### config.mk
export PLATFORM = sky130hd
export DESIGN_NAME = run_controller
export DESIGN_NICKNAME = d
export VERILOG_FILES = /design/src/rtl/run_controller.sv
export SDC_FILE = /design/constraint.sdc
export NUM_CORES = 1
export LEC_CHECK = 0
export BUFFER_PORTS_ARGS = -buffer_cell sky130_fd_sc_hd__buf_2
export CELL_PAD_IN_SITES_DETAIL_PLACEMENT = 0
export CELL_PAD_IN_SITES_GLOBAL_PLACEMENT = 1
export CORE_MARGIN = 2
export CORE_UTILIZATION = 47
export CTS_CLUSTER_DIAMETER = 150
export CTS_CLUSTER_SIZE = 24
export DETAILED_ROUTE_END_ITERATION = 10
export PLACE_DENSITY = 0.91
export SLEW_MARGIN = 5
export SYNTH_ARGS = -nofsm -noshare
export SYNTH_HDL_FRONTEND = slang
export SYNTH_SLANG_ARGS = --single-unit
### constraint.sdc
create_clock -name clk -period 5.38 [get_ports clk]
set_input_delay 0.269 -clock clk [delete_from_list [all_inputs] [get_ports clk]]
set_output_delay 0.269 -clock clk [all_outputs]
set_load 0.005 [all_outputs]
### src/rtl/run_controller.sv
// Run controller: sequences CPU reset, run and stop.
// Runs end on halt, cycle timeout or pc stall.
module run_controller #(
  parameter int unsigned RESET_CYCLES = 2,
  parameter int unsigned CNT_W        = 32,
  parameter int unsigned MAX_CYCLES   = 10000,
  parameter int unsigned STALL_LIMIT  = 8,
  parameter int unsigned PC_W         = 32
) (
  input  logic             clk,
  input  logic             reset,
  input  logic             start,
  input  logic             halt,
  input  logic [PC_W-1:0]  pc,
  output logic             cpu_reset,
  output logic             cpu_en,
  output logic             busy,
  output logic             done,
  output logic [1:0]       cause,
  output logic [CNT_W-1:0] cycles
);

  typedef enum logic [1:0] {
    S_IDLE,
    S_RESET,
    S_RUN,
    S_DONE
  } state_t;

  localparam int unsigned RST_N =
    (RESET_CYCLES == 0) ? 1 : RESET_CYCLES;

  localparam logic [1:0] C_NONE  = 2'b00;
  localparam logic [1:0] C_HALT  = 2'b01;
  localparam logic [1:0] C_TOUT  = 2'b10;
  localparam logic [1:0] C_STALL = 2'b11;

  state_t            state_q, state_d;
  logic [31:0]       rst_cnt_q, rst_cnt_d;
  logic [31:0]       stall_q, stall_d;
  logic [PC_W-1:0]   prev_q, prev_d;
  logic              first_q, first_d;
  logic [CNT_W-1:0]  cyc_q, cyc_d;
  logic [1:0]        cause_q, cause_d;
  logic              cpu_reset_q, cpu_reset_d;
  logic              cpu_en_q, cpu_en_d;
  logic              busy_q, busy_d;
  logic              done_q, done_d;

  logic [CNT_W-1:0]  cyc_inc;
  logic              tout_hit;
  logic              pc_eq;
  logic              stall_hit;

  always_comb begin
    cyc_inc = (cyc_q == '1) ? cyc_q : cyc_q + CNT_W'(1);
    // compare wide so a small counter never aliases a large limit
    tout_hit = (MAX_CYCLES != 0) &&
      ((64'(cyc_q) + 64'd1) == 64'(MAX_CYCLES));
    pc_eq = !first_q && (pc == prev_q);
    stall_hit = (STALL_LIMIT != 0) && pc_eq &&
      ((stall_q + 32'd1) == 32'(STALL_LIMIT));
  end

  always_comb begin
    state_d   = state_q;
    rst_cnt_d = rst_cnt_q;
    stall_d   = stall_q;
    prev_d    = prev_q;
    first_d   = first_q;
    cyc_d     = cyc_q;
    cause_d   = cause_q;
    unique case (state_q)
      S_IDLE, S_DONE: begin
        if (start) begin
          state_d   = S_RESET;
          cyc_d     = '0;
          cause_d   = C_NONE;
          rst_cnt_d = '0;
        end
      end
      S_RESET: begin
        if ((rst_cnt_q + 32'd1) == 32'(RST_N)) begin
          state_d = S_RUN;
          first_d = 1'b1;
          stall_d = '0;
        end else begin
          rst_cnt_d = rst_cnt_q + 32'd1;
        end
      end
      S_RUN: begin
        cyc_d   = cyc_inc;
        first_d = 1'b0;
        if (first_q) begin
          prev_d  = pc;
          stall_d = '0;
        end else if (pc_eq) begin
          stall_d = stall_q + 32'd1;
        end else begin
          stall_d = '0;
          prev_d  = pc;
        end
        if (halt) begin
          state_d = S_DONE;
          cause_d = C_HALT;
        end else if (tout_hit) begin
          state_d = S_DONE;
          cause_d = C_TOUT;
        end else if (stall_hit) begin
          state_d = S_DONE;
          cause_d = C_STALL;
        end
      end
      default: state_d = S_IDLE;
    endcase
    cpu_reset_d = (state_d == S_IDLE) ||
                  (state_d == S_RESET);
    cpu_en_d    = (state_d == S_RUN);
    busy_d      = (state_d == S_RESET) ||
                  (state_d == S_RUN);
    done_d      = (state_d == S_DONE);
  end

  always_ff @(posedge clk or posedge reset) begin
    if (reset) begin
      state_q     <= S_IDLE;
      rst_cnt_q   <= '0;
      stall_q     <= '0;
      prev_q      <= '0;
      first_q     <= 1'b0;
      cyc_q       <= '0;
      cause_q     <= C_NONE;
      cpu_reset_q <= 1'b1;
      cpu_en_q    <= 1'b0;
      busy_q      <= 1'b0;
      done_q      <= 1'b0;
    end else begin
      state_q     <= state_d;
      rst_cnt_q   <= rst_cnt_d;
      stall_q     <= stall_d;
      prev_q      <= prev_d;
      first_q     <= first_d;
      cyc_q       <= cyc_d;
      cause_q     <= cause_d;
      cpu_reset_q <= cpu_reset_d;
      cpu_en_q    <= cpu_en_d;
      busy_q      <= busy_d;
      done_q      <= done_d;
    end
  end

  assign cpu_reset = cpu_reset_q;
  assign cpu_en    = cpu_en_q;
  assign busy      = busy_q;
  assign done      = done_q;
  assign cause     = cause_q;
  assign cycles    = cyc_q;

endmodule
==> impl_metrics.py <==
metrics = {
    "run_status": {
        "outcome": "complete, but fails checks",
        "violations": "hold timing",
    },
    "timing": {
        "relSlewSlack_pct": 23.6,
        "whs_ps": -20.5,
        "tightest_slew_ps": 1150,
        "min_period_over_period_pct": 78.7,
        "min_period_ps": 4240,
        "finalSetupTns_ps": 0,
        "setup_violations": 0,
        "fmax_ghz": 0.236,
        "slew_violations": 0,
        "rsz0062_at_grt": "no",
        "hold_viol_final": 29,
        "clock_skew_ps": 14.0,
    },
    "global_route": {
        "grt_pass1_vias": 8007,
        "antenna_found_initial": 0,
        "grt_pass1_wl_mm": 41.0,
        "grt_max_degree": 82,
        "gr-usage-all-layers_pct": 24.5,
        "grt-ovfl-total": 0,
    },
    "floorplan": {
        "die_h_um": 144,
        "coreArea_um2": 19400,
        "dieArea_um2": 20900,
        "die_w_um": 144,
        "io_pins": 74,
        "rows": 51,
        "start_util_pct": 47.8,
    },
    "power_and_ir_drop": {
        "power.share.sequential_pct": 35.8,
        "pwr-share-clk_pct": 30.1,
        "p_per_area_nw_per_um2": 378,
        "switchingPower_mw": 1.54,
        "swShare_pct": 39.6,
        "intPower_mw": 2.35,
        "ir_drop_mv": 0.271,
        "p_comb_share_pct": 34.1,
        "p_leak_nw": 4.20,
    },
    "yosys": {
        "synth_area_um2": 9270,
        "ys_ff_latch": 137,
        "post-synth-top-area-cell": "dfrtp_1",
        "synth_area_leaders": "dfrtp_1 37%, mux2_2 4.1%, nand2_1 3.4%",
        "syn_nets": 1114,
        "async_reset_ff_share_pct": 100,
        "synthCells": 1069,
        "synth_warnings": 0,
        "synth.yosys.seq_area_share_pct": 37.0,
        "ys_types": 75,
        "synth_edf_count": 0,
        "synth_area_per_cell_um2": 8.67,
        "synth_flop_cell": "dfrtp_1",
        "netlist.area_leader.share_pct": 36.7,
    },
    "clock_network": {
        "clock_sinks": 137,
        "cts_max_path_buffers": 2,
        "post_cts_buffers": 0,
        "cts_hold_buffers": 0,
        "h-tree-depth": 4,
        "cts_root_buffer": "clkbuf_16",
        "cts_tree": "yes",
        "clkTransAtPathRegs_ps": 70,
        "worst_skew_pair.late_latency_ps": 430,
        "cts.repair.resized": 0,
        "cts_made_buffers": 17,
    },
    "drt": {
        "drc": 0,
        "drtIter0Drc": 817,
        "via_per_inst": 6.23,
        "vias": 8543,
        "postRouteAntennaNets": 0,
        "wl_per_cell_um": 18.2,
        "drt_wl_total_mm": 25.0,
        "firstDrtPassIters": 7,
    },
    "placement": {
        "routabilityCongestion": 0.940,
        "hpwl_mm": 17.0,
        "port_buffers": 73,
    },
    "finish": {
        "post-route-util_pct": 53.1,
        "final_common_cell": "dfrtp_1",
        "layout_common_cells": "136 x dfrtp_1, 84 x nand2_1, 79 x nor2_1, 73 x buf_2, 62 x o21ai_0",
        "diodes": 0,
        "nNetsFinal": 1138,
        "area_growth_pct": 11.1,
        "drive_gt1_share_pct": 17.3,
    },
    "setup_path": {
        "path_class": "register to register",
        "worst_setup_path_start_kind": "register",
        "crit_arrival_ps": 4540,
        "cp_cell_sequence": "ha_1 > nand3_1 > buf_4 > or4_1 > o31a_1 > a2bb2oi_1 > or4_1 > or2_1 > a21oi_1 > o21a_1 > ha_1",
        "path_max_fanout": 17,
        "max_stage_delay_ps": 720,
        "slowest_stage": "or4_1",
        "cp-end-kind": "register",
        "crit_required_ps": 5690,
    },
    "flow_run": {
        "cap_viol_max_count": 0,
    },
    "hold_path": {
        "hold_class": "input pin to async pin",
    },
}
## stage by stage
stage / setup WS [ps] / power, mW / instance area (um2) / hold WS, ps / cells
after floorplan: 1440 / 2.38 / 9270 / 420 / 1069
after global placement: 1340 / 2.68 / 9720 / 462 / 1339
after detailed placement: 1240 / 2.72 / 9720 / 469 / 1339
after CTS: 1200 / 3.89 / 10300 / 10.8 / 1371
after global routing: 947 / 4.10 / 10300 / 50.3 / 1371
final: 1140 / 3.89 / 10300 / -20.5 / 1371
## power groups by stage
stage / Combinational (mW) / Sequential, mW / Clock [mW]
floorplan: 1.03 / 1.35 / 0
CTS: 1.31 / 1.39 / 1.19
finish: 1.33 / 1.40 / 1.17
global placement: 1.28 / 1.40 / 0
global route: 1.44 / 1.42 / 1.24
detailed placement: 1.31 / 1.41 / 0
## cells by family after synthesis
| logic type | count (synthesis) | synth area share, % |
|---|---|---|
| simple gates | 432 | 25.0 |
| compound gates | 274 | 20.4 |
| flops | 137 | 37.0 |
| fa+ha+maj | 9 | 1.22 |
| xor+xnor | 61 | 5.76 |
| buf+inv | 111 | 5.31 |
| mux | 45 | 5.32 |
## synth_stat cells (11+ instances only)
cell,n
nor2_1,79
a31oi_1,15
nor4_1,25
or3_1,19
xor2_1,35
nor3_1,29
o21ai_1,29
buf_2,15
dfrtp_1,136
nand4_1,41
a21oi_1,34
inv_1,26
xnor2_1,26
o31ai_1,41
mux2i_1,11
nand2_1,84
and2_1,17
nand3_1,58
mux2_2,34
and3_1,20
or4_1,16
clkbuf_1,59
o21ai_0,62
## worst paths after layout
kind | from | endpoint | slack (ps) | depth (start not counted)
min | reset | prev_q[9] | -20 | 2
max | rst_cnt_q[0] | busy | 1140 | 11
min in group clk | pc[17] | prev_q[17] | 90 | 2
max reg2reg | rst_cnt_q[0] | busy | 1140 | 11
max in group asynchronous | reset | rst_cnt_q[27] | 4170 | 3
min reg2reg | stall_q[31] | stall_q[31] | 510 | 1
## layout make-up
class	count	area [um2]
clock inverter	15	158
multi-input combinational	821	5360
tap	265	332
fill	1858	9100
clock buffer	17	425
timing repair buffer	89	485
inverter	27	106
sequential	137	3430
## routing by layer
metal / GRT usage, % / share of wire [%]
met2: 38.0 / 46
met4: 7.92 / 2.0
met5: 0 / 0
met1: 34.0 / 45
met3: 5.46 / 6.6
## worst max-delay path, delay by kind of cell (launching register included)
kind / cells / cell delay, ps
DFF: 1 / 520
and+or+nand+nor: 4 / 1820
AOI/OAI and AO/OA: 4 / 950
buffers and inverters: 1 / 210
adders and majority gates: 2 / 600
## flip-flops by register name, indices dropped and copies added, names as in the netlist
signal	count
stall_q	32
done	1
cpu_en	1
first_q	1
cycles	32
prev_q	32
busy	1
cpu_reset	1
cause	2
rst_cnt_q	32
state_q	2
No activity file was read; power rests on OpenSTA's default activity.
